--- config.mk ---
export PLATFORM = sky130hd
export DESIGN_NAME = ring_drain_tx
export DESIGN_NICKNAME = d
export VERILOG_FILES = /design/src/rtl/lpc_sniffer_pkg.sv /design/src/rtl/ring_drain_tx_sync2.sv /design/src/rtl/ring_drain_tx.sv
export SDC_FILE = /design/constraint.sdc
export NUM_CORES = 1
export LEC_CHECK = 0
export BUFFER_PORTS_ARGS = -buffer_cell sky130_fd_sc_hd__buf_2
export CORE_ASPECT_RATIO = 1.1
export CORE_MARGIN = 1
export CORE_UTILIZATION = 49
export CTS_BUF_LIST = sky130_fd_sc_hd__clkbuf_16
export DETAILED_ROUTE_END_ITERATION = 6
export PLACE_DENSITY = 0.73
export SETUP_SLACK_MARGIN = 0.05
export SLEW_MARGIN = 0
export SYNTH_ARGS = -nofsm -noshare
export SYNTH_HDL_FRONTEND = slang
export SYNTH_SLANG_ARGS = --single-unit
--- constraint.sdc ---
create_clock -name clk -period 2.9 [get_ports clk]
set_clock_uncertainty 0.05 [all_clocks]
set_input_delay 0.58 -clock clk [delete_from_list [all_inputs] [get_ports clk]]
set_output_delay 0.58 -clock clk [all_outputs]
set_load 0.01 [all_outputs]
--- src/rtl/lpc_sniffer_pkg.sv ---
// Shared definitions for the LPC sniffer capture path: drain FSM state
// encoding and default record geometry.
package lpc_sniffer_pkg;

  typedef enum logic [2:0] {
    ST_IDLE  = 3'd0,
    ST_FETCH = 3'd1,
    ST_LATCH = 3'd2,
    ST_HDR   = 3'd3,
    ST_SEND  = 3'd4,
    ST_DONE  = 3'd5,
    ST_HOLD  = 3'd6
  } state_e;

  localparam int         REC_W_DEFAULT    = 48;
  localparam logic [7:0] HDR_BYTE_DEFAULT = 8'hA5;

  // Number of bytes in a record of width w bits.
  function automatic int rec_bytes(input int w);
    return w / 8;
  endfunction

endpackage

--- src/rtl/ring_drain_tx_sync2.sv ---
// Two-flop synchroniser with a selectable reset value.
module sync2 #(
  parameter logic RST_VAL = 1'b1
) (
  input  logic clk,
  input  logic reset,
  input  logic i_d,
  output logic o_q
);

  logic r_meta;
  logic r_sync;

  // Double-register the asynchronous input into the clk domain.
  always_ff @(posedge clk or posedge reset) begin
    if (reset) begin
      r_meta <= RST_VAL;
      r_sync <= RST_VAL;
    end else begin
      r_meta <= i_d;
      r_sync <= r_meta;
    end
  end

  assign o_q = r_sync;

endmodule

--- src/rtl/ring_drain_tx.sv ---
// Drains one record at a time from the capture ring and serialises it,
// MSB byte first and optionally behind a sync header, onto a byte stream.
//
// state | meaning
// IDLE  | waiting for synchronised empty to drop; captures read address
// FETCH | RAM read enable asserted for one cycle
// LATCH | RAM data captured into the shift register, first byte presented
// HDR   | header byte presented, waiting for handshake
// SEND  | record bytes presented MSB first, one per handshake
// DONE  | single-cycle read_done pulse to advance the ring
// HOLD  | guard time so ring pointer/empty settle through the synchroniser
module ring_drain_tx
  import lpc_sniffer_pkg::*;
#(
  parameter int         BITS     = 5,
  parameter int         DATA_W   = REC_W_DEFAULT,
  parameter int         HDR_EN   = 1,
  parameter logic [7:0] HDR_BYTE = HDR_BYTE_DEFAULT,
  parameter int         GUARD    = 3
) (
  input  logic              clk,
  input  logic              reset,
  input  logic              empty,
  input  logic [BITS-1:0]   read_addr,
  output logic              ram_rd_en,
  output logic [BITS-1:0]   ram_rd_addr,
  input  logic [DATA_W-1:0] ram_rd_data,
  output logic [7:0]        tx_data,
  output logic              tx_valid,
  input  logic              tx_ready,
  output logic              read_done,
  output logic              busy
);

  localparam int NBYTES = rec_bytes(DATA_W);
  localparam int CW     = $clog2(NBYTES + 1);
  localparam int GW     = $clog2(GUARD + 1);

  localparam logic [2:0] IDLE  = ST_IDLE;
  localparam logic [2:0] FETCH = ST_FETCH;
  localparam logic [2:0] LATCH = ST_LATCH;
  localparam logic [2:0] HDR   = ST_HDR;
  localparam logic [2:0] SEND  = ST_SEND;
  localparam logic [2:0] DONE  = ST_DONE;
  localparam logic [2:0] HOLD  = ST_HOLD;

  logic [2:0]        r_state;
  logic [CW-1:0]     r_cnt;
  logic [DATA_W-1:0] r_shift;
  logic [GW-1:0]     r_guard;
  logic [7:0]        r_tx_data;
  logic              r_tx_valid;
  logic              r_rd_en;
  logic [BITS-1:0]   r_rd_addr;
  logic              r_read_done;

  logic              w_empty_s;
  logic              w_hs;
  logic [DATA_W-1:0] w_shift_nxt;

  sync2 #(.RST_VAL(1'b1)) u_empty_sync (
    .clk   (clk),
    .reset (reset),
    .i_d   (empty),
    .o_q   (w_empty_s)
  );

  assign w_hs        = r_tx_valid & tx_ready;
  assign w_shift_nxt = r_shift << 8;

  // Drain sequencer; all stream outputs are registered here.
  always_ff @(posedge clk or posedge reset) begin
    if (reset) begin
      r_state     <= IDLE;
      r_cnt       <= '0;
      r_shift     <= '0;
      r_guard     <= '0;
      r_tx_data   <= '0;
      r_tx_valid  <= 1'b0;
      r_rd_en     <= 1'b0;
      r_rd_addr   <= '0;
      r_read_done <= 1'b0;
    end else begin
      r_rd_en     <= 1'b0;
      r_read_done <= 1'b0;
      case (r_state)
        IDLE: begin
          if (!w_empty_s) begin
            r_rd_addr <= read_addr;
            r_rd_en   <= 1'b1;
            r_state   <= FETCH;
          end
        end
        FETCH: r_state <= LATCH;
        LATCH: begin
          r_shift    <= ram_rd_data;
          r_cnt      <= CW'(NBYTES);
          r_tx_valid <= 1'b1;
          if (HDR_EN != 0) begin
            r_tx_data <= HDR_BYTE;
            r_state   <= HDR;
          end else begin
            r_tx_data <= ram_rd_data[DATA_W-1 -: 8];
            r_state   <= SEND;
          end
        end
        HDR: begin
          if (w_hs) begin
            r_tx_data <= r_shift[DATA_W-1 -: 8];
            r_state   <= SEND;
          end
        end
        SEND: begin
          if (w_hs) begin
            r_shift <= w_shift_nxt;
            r_cnt   <= r_cnt - 1'b1;
            if (r_cnt == CW'(1)) begin
              // tx_valid drops as read_done rises, so they never overlap.
              r_tx_valid  <= 1'b0;
              r_read_done <= 1'b1;
              r_state     <= DONE;
            end else begin
              r_tx_data <= w_shift_nxt[DATA_W-1 -: 8];
            end
          end
        end
        DONE: begin
          r_guard <= GW'(GUARD - 1);
          r_state <= HOLD;
        end
        HOLD: begin
          if (r_guard == '0) r_state <= IDLE;
          else               r_guard <= r_guard - 1'b1;
        end
        default: r_state <= IDLE;
      endcase
    end
  end

  assign ram_rd_en   = r_rd_en;
  assign ram_rd_addr = r_rd_addr;
  assign tx_data     = r_tx_data;
  assign tx_valid    = r_tx_valid;
  assign read_done   = r_read_done;
  assign busy        = (r_state != IDLE);

endmodule

==> metrics.md, run 1 <==
| Metric | Value |
|---|---|
| Antenna-violating nets left | 0 |
| GRT busiest layer | met2 |
| Worst skew pair latency | 0.33 ns |
| Final hold vios | 0 |
| Synthesized area per cell | 13.4 um^2 |
| Layout cells sized above 1 | 51.2% |
| Outcome | complete, no violations |
| Grt ovf | 0 |
| Initial core utilization | 51.2% |
| Largest cells by area after synthesis | dfrtp_1 53%, mux2_2 24%, a22o_1 3.1%, a221o_1 2.3%, dfstp_2 1.5% |
| Final Net Count | 389 |
| Startpoint Class | register |
| Critical-path top delay cell | nor3b_2 |
| Slew Viols, Final | 0 |
| Worst-path cell chain | nor3b_2 -> buf_4 -> mux2_2 -> mux2_2 |
| RSZ-0062 raised after global routing | no |
| Internal Power | 0.00312 W |
| Rel. slew slack | 51.0% |
| M2 GR Usage | 29.7% |
| Max Cap Violations | 0 |
| Met1 Resource Use GR | 27.7% |
| CTS tree | yes |
| GR Util met3 | 7.07% |
| Synthesized area | 3420 um^2 |
| Hold Buf Count CTS | 0 |
| CP peak stage delay | 0.63 ns |
| Placer Congestion | 0.751 |
| R2r startpoint | r_state[2]$_DFFE_PP0P_ |
| Setup violators final | 0 |
| Cells after synthesis | 256 |
| Most common cell in the netlist | mux2_2 |
| Synth warnings | 0 |
| Worst Tran Pin Value | 0.733 ns |
| Post-synth top area share | 52.7% |
| Max FO, Critical Path | 20 |
| Largest net degree at the start of global routing | 43 |
| DR vias | 2287 |
| Num CTS Buffers | 9 |
| Most frequent cells after synthesis | 73 x mux2_2, 72 x dfrtp_1, 12 x a22o_1, 12 x inv_1, 9 x clkbuf_1 |
| Per-cell routed wire length | 16.0 um |
| Vias per cell | 5.52 |
| Reg2reg setup slack | 0.54 ns |
| Worst Path Required | 3.06 ns |
| Gate power share | 35.0% |
| DP Worst Slack | 0.579 ns |
| Critical path class | register to register |
| FF-to-FF End | r_shift[16]$_DFFE_PP0P_ |
| Die W | 81.6 um |
| Post-route cell area | 4170 um^2 |
| Post-CTS Resized | 0 |
| Netlist cell types | 36 |
| Fin crit share | 81.5% |
| Worst path most repeated cell | mux2_2 |
| Die Y | 89.6 um |
| Synth area leader | dfrtp_1 |
| Final wirelength | 6610 um |
| Top delay family on crit path | simple AND/OR/NAND/NOR gates |
| Area post-placement | 3870 um^2 |
| Instance count on the critical path | 4 |
| Area of the die | 7310 um^2 |
| Total GRT Usage | 20.2% |
| Static Leak | 1.98 nW |
| Post-synth EDFFs | 0 |
| Area Growth Syn to Fin | 22.0% |
| Clock buffer depth | 2 |
| Pre-Repair DR Iteration Count | 4 |
| Residual DRC | 0 |
| Post-CTS Setup Bufs | 0 |
| H-Tree Depth | 3 |
| Reg area | 1850 um^2 |
| Power share of the clock group | 24.8% |
| VDD IR max | 0.558 mV |
| Crit path time final | 2.36 ns |
| Area occupied by multi-input gates | 1450 um^2 |
| Yosys reg bits | 74 |
| Peak Freq | 423 MHz |
| Min-delay worst type | primary input to register |
| Crit path DAT | 2.53 ns |
| Net Count, Synth | 316 |
| Switching pwr | 0.00139 W |
| Final HPWL DP | 4540 um |
| Core ar. | 6670 um^2 |
| Seq/Total Area, Yosys | 54.2% |
| CP bufs+invs | 1 |
| Fill cells | 549 |
| First-pass GRT wire length | 10900 um |
| R2R depth | 4 |
| PnR worst setup slack | 0.536 ns |
| Pwr dens | 1080 nW/um^2 |
| Crit. Startpoint | r_state[2]$_DFFE_PP0P_ |
| Sw frac | 30.9% |
| Sequential power share | 40.2% |
| Worst Setup End Kind | register |
| Most used DFF post-synth | dfrtp_1 |
| FP Rows | 31 |
| Total negative slack | 0 ns |
| Initial DRC count | 125 |
| Clock slew at reported path FFs | 0.05 ns |
| Vias in the first global route | 2188 |
| Ant. Diodes | 0 |
| End of the critical path | r_shift[16]$_DFFE_PP0P_ |
| I/O pins | 74 |
| Root Driver | clkbuf_16 |
| Antenna violations before repair | 0 |
| IO Port Bufs | 73 |
| Fraction of registers with async set or reset after synthesis | 100% |
| Clk sink count | 74 |
==> cell usage in the layout (no fill, tap or decap), types with 5 or more instances in the layout <==
cell	n
mux2_2	73
buf_2	73
dfrtp_1	72
a22o_1	12
inv_1	11
clkbuf_16	9
and3_1	8
a221o_1	8
o21ai_0	7
buf_4	5
==> cell type report <==
cell class | instances | share of cell area (%)
multi-input combinational | 153 | 34.7
timing repair buffer | 79 | 10.1
sequential | 74 | 44.5
clock buffer | 9 | 5.40
inverter | 12 | 1.08
clock inverter | 5 | 1.71
tap | 82 | 2.46
==> routing by layer <==
metal | vias up | part of all wire (%)
li1 | 1086 | -
met1 | 1125 | 46
met2 | 65 | 46
met3 | 11 | 6.1
met4 | 0 | 1.6
met5 | - | 0
==> stage by stage <==
stage               total power [W]  util, %  cells  hold WS (ns)
floorplan                   0.00299        -    256         0.295
CTS                         0.00456     62.5    414         0.300
global route                0.00482     62.5    414         0.299
global placement            0.00335     58.1    400         0.297
finish                      0.00452     62.5    414         0.307
detailed placement          0.00342     58.1    400         0.303
==> sequential cells by signal, indices dropped and copies added (netlist names), 2 cells and up <==
register,count
r_cnt,3
r_guard,2
r_shift,48
r_state,3
ram_rd_addr,5
tx_data,8
==> how the worst min path moves through the flow <==
stage	slack (ns)	end	cells past startpoint	start
floorplan	0.30	u_empty_sync.o_q$_DFF_PP1_	0	u_empty_sync.r_meta$_DFF_PP1_
global placement	0.30	u_empty_sync.o_q$_DFF_PP1_	0	u_empty_sync.r_meta$_DFF_PP1_
detailed placement	0.30	u_empty_sync.o_q$_DFF_PP1_	0	u_empty_sync.r_meta$_DFF_PP1_
CTS	0.30	u_empty_sync.r_meta$_DFF_PP1_	1	empty
finish	0.31	u_empty_sync.r_meta$_DFF_PP1_	1	empty
global route	0.30	u_empty_sync.r_meta$_DFF_PP1_	1	empty
==> worst reg2reg max path: stages (launching register included) <==
cell and delay, ns:
dfrtp_1 0.54, nor3b_2 0.63, buf_4 0.39, mux2_2 0.38, mux2_2 0.26
==> logic make-up after synthesis <==
family | synth area share (%)
AO/OA/AOI/OAI | 10.9
adder cells (fa/ha/maj) | 1.10
buffers and inverters | 3.66
flip-flops | 54.2
multiplexers | 25.2
AND/OR/NAND/NOR | 4.83
==> power groups by stage <==
| stage | clock, W | combinational (W) | sequential [W] |
|---|---|---|---|
| after floorplan | 0 | 0.00125 | 0.00174 |
| after global placement | 0 | 0.00154 | 0.00181 |
| after detailed placement | 0 | 0.00159 | 0.00183 |
| after CTS | 0.00114 | 0.00160 | 0.00182 |
| after global routing | 0.00120 | 0.00174 | 0.00188 |
| final | 0.00112 | 0.00158 | 0.00182 |
No activity file was read; power rests on OpenSTA's default activity.
==> inputs of run 2 (changes only) <==
==> constraint.sdc (replaced) <==
create_clock -name clk -period 2.2 [get_ports clk]
set_clock_uncertainty 0.05 [all_clocks]
set_input_delay 0.44 -clock clk [delete_from_list [all_inputs] [get_ports clk]]
set_output_delay 0.44 -clock clk [all_outputs]
set_load 0.01 [all_outputs]
==> metrics.md, run 2 (synthesis results as in run 1) <==
| Metric | Value |
|---|---|
| Outcome | complete, no violations |
| Core ar. | 6670 um^2 |
| VDD IR max | 0.785 mV |
| Final wirelength | 6550 um |
| DR vias | 2274 |
| Static Leak | 2.02 nW |
| Final hold vios | 0 |
| Crit. Startpoint | r_state[1]$_DFFE_PP0P_ |
| Vias in the first global route | 2263 |
| Placer Congestion | 0.812 |
| Biggest register | r_shift |
| Clk sink count | 74 |
| Worst Path Required | 1.71 ns |
| Startpoint Class | register |
| Area Growth Syn to Fin | 24.3% |
| Area of the die | 7310 um^2 |
| Critical path class | register to output pin |
| Antenna violations before repair | 0 |
| Rel. slew slack | 68.2% |
| Root Driver | clkbuf_16 |
| Crit path DAT | 1.47 ns |
| RSZ-0062 raised after global routing | no |
| Max reg flops | 48 |
| Initial core utilization | 51.2% |
| Total negative slack | 0 ns |
| Max Cap Violations | 0 |
| Pre-Repair DR Iteration Count | 4 |
| Fill cells | 540 |
| Non-filler cells, final | 424 |
| Layout cells sized above 1 | 53.2% |
| Peak Freq | 510 MHz |
| Worst skew pair latency | 0.33 ns |
| Total GRT Usage | 20.0% |
| Fin crit share | 89.2% |
| CTS tree | yes |
| Max FO, Critical Path | 10 |
| Ant. Diodes | 0 |
| Vias per cell | 5.36 |
| Clock buffer depth | 2 |
| Worst Setup End Kind | output pin |
| Residual DRC | 0 |
| Initial DRC count | 109 |
| Largest net degree at the start of global routing | 75 |
| Final Net Count | 397 |
| Slew Viols, Final | 0 |
| Setup violators final | 0 |
| IO Port Bufs | 73 |
| H-Tree Depth | 3 |
| Pwr dens | 1410 nW/um^2 |
| Worst Tran Pin Value | 0.476 ns |
| First-pass GRT wire length | 10800 um |
| R2r startpoint | r_state[2]$_DFFE_PP0P_ |
| Num CTS Buffers | 9 |
| Final HPWL DP | 4560 um |
| Post-CTS Setup Bufs | 0 |
| Area occupied by multi-input gates | 1450 um^2 |
| FP Rows | 31 |
| Most frequent cells in the layout | 73 x mux2_2, 73 x buf_2, 72 x dfrtp_1, 12 x inv_1, 12 x a22o_1 |
| Reg area | 1850 um^2 |
| Crit path time final | 1.96 ns |
| Clock slew at reported path FFs | 0.06 ns |
| Post-CTS Resized | 0 |
| Util after Layout | 63.7% |
| Hold Buf Count CTS | 0 |
| Grt ovf | 0 |
| Min-delay worst type | primary input to asynchronous set/reset pin |
| Worst Hold Slack | 0.156 ns |
| Antenna-violating nets left | 0 |
| Cell count after placement | 408 |
| Die Y | 89.6 um |
| Per-cell routed wire length | 15.5 um |
| Die W | 81.6 um |
| I/O pins | 74 |
[run 2: final cells by class]
type | instances | area share [%]
flip-flops and latches | 74 | 43.6
clock buffers | 9 | 5.30
well taps | 82 | 2.41
repair buffers | 87 | 12.0
inverters | 12 | 1.15
multi-input cells | 153 | 34.1
clock inverters | 7 | 1.47
[run 2: critical path: stages, from the launching register on]
cell     delay, ns
dfrtp_1       0.47
buf_4         0.19
or3_1         0.33
buf_2         0.16
[run 2: routing by layer]
layer / vias up / global-route usage [%] / part of all wire (%)
met2: 55 / 31.0 / 47
met5: - / 0 / 0
met3: 5 / 4.04 / 4.0
met4: 0 / 8.61 / 0.87
met1: 1114 / 27.4 / 48
li1: 1100 / - / -
[run 2: where the power goes]
group          total (W)  leakage, nW  switching (W)  internal [W]
clock            0.00140        0.150       0.000533      0.000867
sequential       0.00237        0.875       0.000379       0.00199
combinational    0.00224        0.999       0.000957       0.00128
[run 2: stage by stage]
| step | instance area, um^2 | total power [W] | setup WS, ns |
|---|---|---|---|
| 2_1_floorplan | 3420 | 0.00395 | 0.315 |
| 3_3_place_gp | 3960 | 0.00458 | 0.295 |
| 3_5_place_dp | 3960 | 0.00464 | 0.287 |
| 4_1_cts | 4250 | 0.00606 | 0.224 |
| 5_1_grt | 4250 | 0.00642 | 0.136 |
| 6_report | 4250 | 0.00601 | 0.237 |
[run 2: worst paths after layout]
path | slack, ns | end | cells past startpoint
min in group clk | 0.17 | u_empty_sync.r_meta$_DFF_PP1_ | 1
max reg2reg | 0.25 | r_shift[27]$_DFFE_PP0P_ | 4
min reg2reg | 0.31 | u_empty_sync.o_q$_DFF_PP1_ | 0
max | 0.24 | busy | 3
min | 0.16 | tx_valid$_DFFE_PP0P_ | 3
max in group asynchronous | 1.61 | r_shift[32]$_DFFE_PP0P_ | 3
==> inputs of run 3 (changes only) <==
--- a/config.mk
+++ b/config.mk
@@ -5,6 +5,7 @@
 export SDC_FILE = /design/constraint.sdc
 export NUM_CORES = 1
 export LEC_CHECK = 0
+export ABC_AREA = 1
 export BUFFER_PORTS_ARGS = -buffer_cell sky130_fd_sc_hd__buf_2
 export CORE_ASPECT_RATIO = 1.1
 export CORE_MARGIN = 1
==> metrics.md, run 3 <==
| Metric | Value |
|---|---|
| Rel. slew slack | 66.4% |
| Peak Freq | 557 MHz |
| I/O pins | 74 |
| Antenna-violating nets left | 0 |
| Non-filler cells, final | 595 |
| H-Tree Depth | 3 |
| Initial core utilization | 50.5% |
| Met1 Resource Use GR | 28.8% |
| Outcome | complete, no violations |
| Placer Congestion | 0.818 |
| Num CTS Buffers | 9 |
| Antenna violations before repair | 0 |
| Final Net Count | 565 |
| Largest net degree at the start of global routing | 79 |
| First-pass GRT wire length | 12900 um |
| Crit path DAT | 1.30 ns |
| Cells after synthesis | 441 |
| Hold Buf Count CTS | 0 |
| Worst Path Required | 1.71 ns |
| Per-cell routed wire length | 12.6 um |
| Grt ovf | 0 |
| Static Leak | 2.23 nW |
| Pre-Repair DR Iteration Count | 4 |
| IO Port Bufs | 73 |
| Internal Power | 0.00368 W |
| Most frequent cells in the layout | 165 x nand2_1, 73 x buf_2, 72 x dfrtp_1, 54 x o21ai_0, 43 x inv_1 |
| Worst Tran Pin Value | 0.503 ns |
| Vias per cell | 5.01 |
| Area of the die | 7570 um^2 |
| Min-delay worst type | primary input to asynchronous set/reset pin |
| GR Util met3 | 3.18% |
| Post-CTS Resized | 0 |
| CTS tree | yes |
| Max reg flops | 48 |
| Most used DFF post-synth | dfrtp_1 |
| Util after Layout | 60.1% |
| Die Y | 91.2 um |
| Total negative slack | 0 ns |
| Pwr dens | 1440 nW/um^2 |
| Fin crit share | 81.6% |
| Synth area leader | dfrtp_1 |
| Switching pwr | 0.00237 W |
| Power share of the clock group | 23.3% |
| Ant. Diodes | 0 |
| Clock slew at reported path FFs | 0.06 ns |
| VDD IR max | 0.847 mV |
| Worst Setup End Kind | output pin |
| Clk sink count | 74 |
| Area Growth Syn to Fin | 18.8% |
| Vias in the first global route | 2831 |
| Fraction of registers with async set or reset after synthesis | 100% |
| Net Count, Synth | 501 |
| Largest cells by area after synthesis | dfrtp_1 51%, nand2_1 17%, o21ai_0 7.6%, inv_1 4.6%, nand3_1 3.3% |
| Layout cells sized above 1 | 20.8% |
| Total GRT Usage | 21.4% |
| FP Rows | 32 |
| Startpoint Class | register |
| GRT busiest layer | met2 |
| Most frequent cells after synthesis | 165 x nand2_1, 72 x dfrtp_1, 54 x o21ai_0 |
| Max Cap Violations | 0 |
| Worst Hold Slack | 0.0630 ns |
| Biggest register | r_shift |
| RSZ-0062 raised after global routing | no |
| Clock buffer depth | 2 |
| Final HPWL DP | 5040 um |
| Core ar. | 7010 um^2 |
| Netlist cell types | 23 |
| Max FO, Critical Path | 13 |
| Die W | 83.1 um |
| R2R depth | 6 |
| Sw frac | 39.2% |
| Setup violators final | 0 |
| Yosys reg bits | 74 |
| Seq/Total Area, Yosys | 52.4% |
| Commonest non-fill, non-tap cell in the layout | nand2_1 |
| Final hold vios | 0 |
| Fill cells | 640 |
| Residual DRC | 0 |
| Post-CTS Setup Bufs | 0 |
| DR vias | 2983 |
| Cell count after placement | 579 |
| Post-synth EDFFs | 0 |
| Gate power share | 39.3% |
| M2 GR Usage | 33.7% |
| Synthesized area | 3540 um^2 |
| Critical path class | register to output pin |
| Most common cell in the netlist | nand2_1 |
| Final wirelength | 7480 um |
| Sequential power share | 37.4% |
| Slew Viols, Final | 0 |
| Root Driver | clkbuf_16 |
| Synthesized area per cell | 8.03 um^2 |
| Post-synth top area share | 50.9% |
| Initial DRC count | 195 |
| Worst skew pair latency | 0.33 ns |
| Crit path time final | 1.79 ns |
| Synth warnings | 0 |
[run 3: cell types whose count changed in the layout (fill, tap and decap cells not counted), moves of 7 or more]
cell	delta
nand4_1	+8
a221o_1	-8
mux2_2	-73
o21ai_0	+47
nand2_1	+163
o211ai_1	+7
buf_4	-9
inv_1	+31
a22o_1	-12
o21ai_1	+21
and3_1	-8
nand3_1	+21
[run 3: metal layers]
layer  vias to the layer above  part of all wire [%]
met1                      1355                    48
met3                        15                   4.1
li1                       1528                     -
met4                         0                   2.2
met2                        85                    46
met5                         -                     0
[run 3: metrics by stage]
stage | total power [W] | area [um^2] | setup WS [ns]
after floorplan | 0.00416 | 3540 | 0.790
after global placement | 0.00458 | 3920 | 0.465
after detailed placement | 0.00467 | 3920 | 0.418
after CTS | 0.00611 | 4210 | 0.382
after global routing | 0.00659 | 4210 | 0.246
final | 0.00606 | 4210 | 0.405
[run 3: cell families after synthesis]
| logic type | share of synthesized area (%) |
|---|---|
| and+or+nand+nor | 24.7 |
| DFF | 52.4 |
| adders and majority gates | 1.06 |
| buffers and inverters | 9.22 |
| AOI/OAI and AO/OA | 12.7 |
[run 3: critical path, stage by stage (launching register included)]
cell and delay, ns:
dfrtp_1 0.48, inv_2 0.24, nand2_1 0.11, buf_2 0.15
[run 3: path summary, 6_finish.rpt]
| check | slack, ns | from | endpoint |
|---|---|---|---|
| worst min register to register | 0.31 | u_empty_sync.r_meta$_DFF_PP1_ | u_empty_sync.o_q$_DFF_PP1_ |
| min in group clk | 0.16 | empty | u_empty_sync.r_meta$_DFF_PP1_ |
| worst max-delay path | 0.41 | r_state[2]$_DFFE_PP0P_ | busy |
| worst min-delay path | 0.06 | reset | ram_rd_addr[4]$_DFFE_PP0P_ |
| max in group asynchronous | 1.38 | reset | u_empty_sync.r_meta$_DFF_PP1_ |
| worst max register to register | 0.42 | r_state[2]$_DFFE_PP0P_ | r_shift[45]$_DFFE_PP0P_ |
[run 3: power by group through the flow]
stage	Sequential, W	Clock [W]	Combinational [W]
CTS	0.00227	0.00144	0.00240
floorplan	0.00229	0	0.00187
global route	0.00233	0.00148	0.00278
global placement	0.00226	0	0.00231
finish	0.00227	0.00141	0.00238
detailed placement	0.00228	0	0.00238
[run 3: layout make-up]
type / count / area [um^2] / area share [%]
inverters: 47 / 180 / 4.28
clock inverters: 7 / 61.3 / 1.46
multi-input cells: 296 / 1360 / 32.3
repair buffers: 77 / 420 / 9.99
flip-flops and latches: 74 / 1850 / 44.1
well taps: 85 / 106 / 2.53
clock buffers: 9 / 225 / 5.35
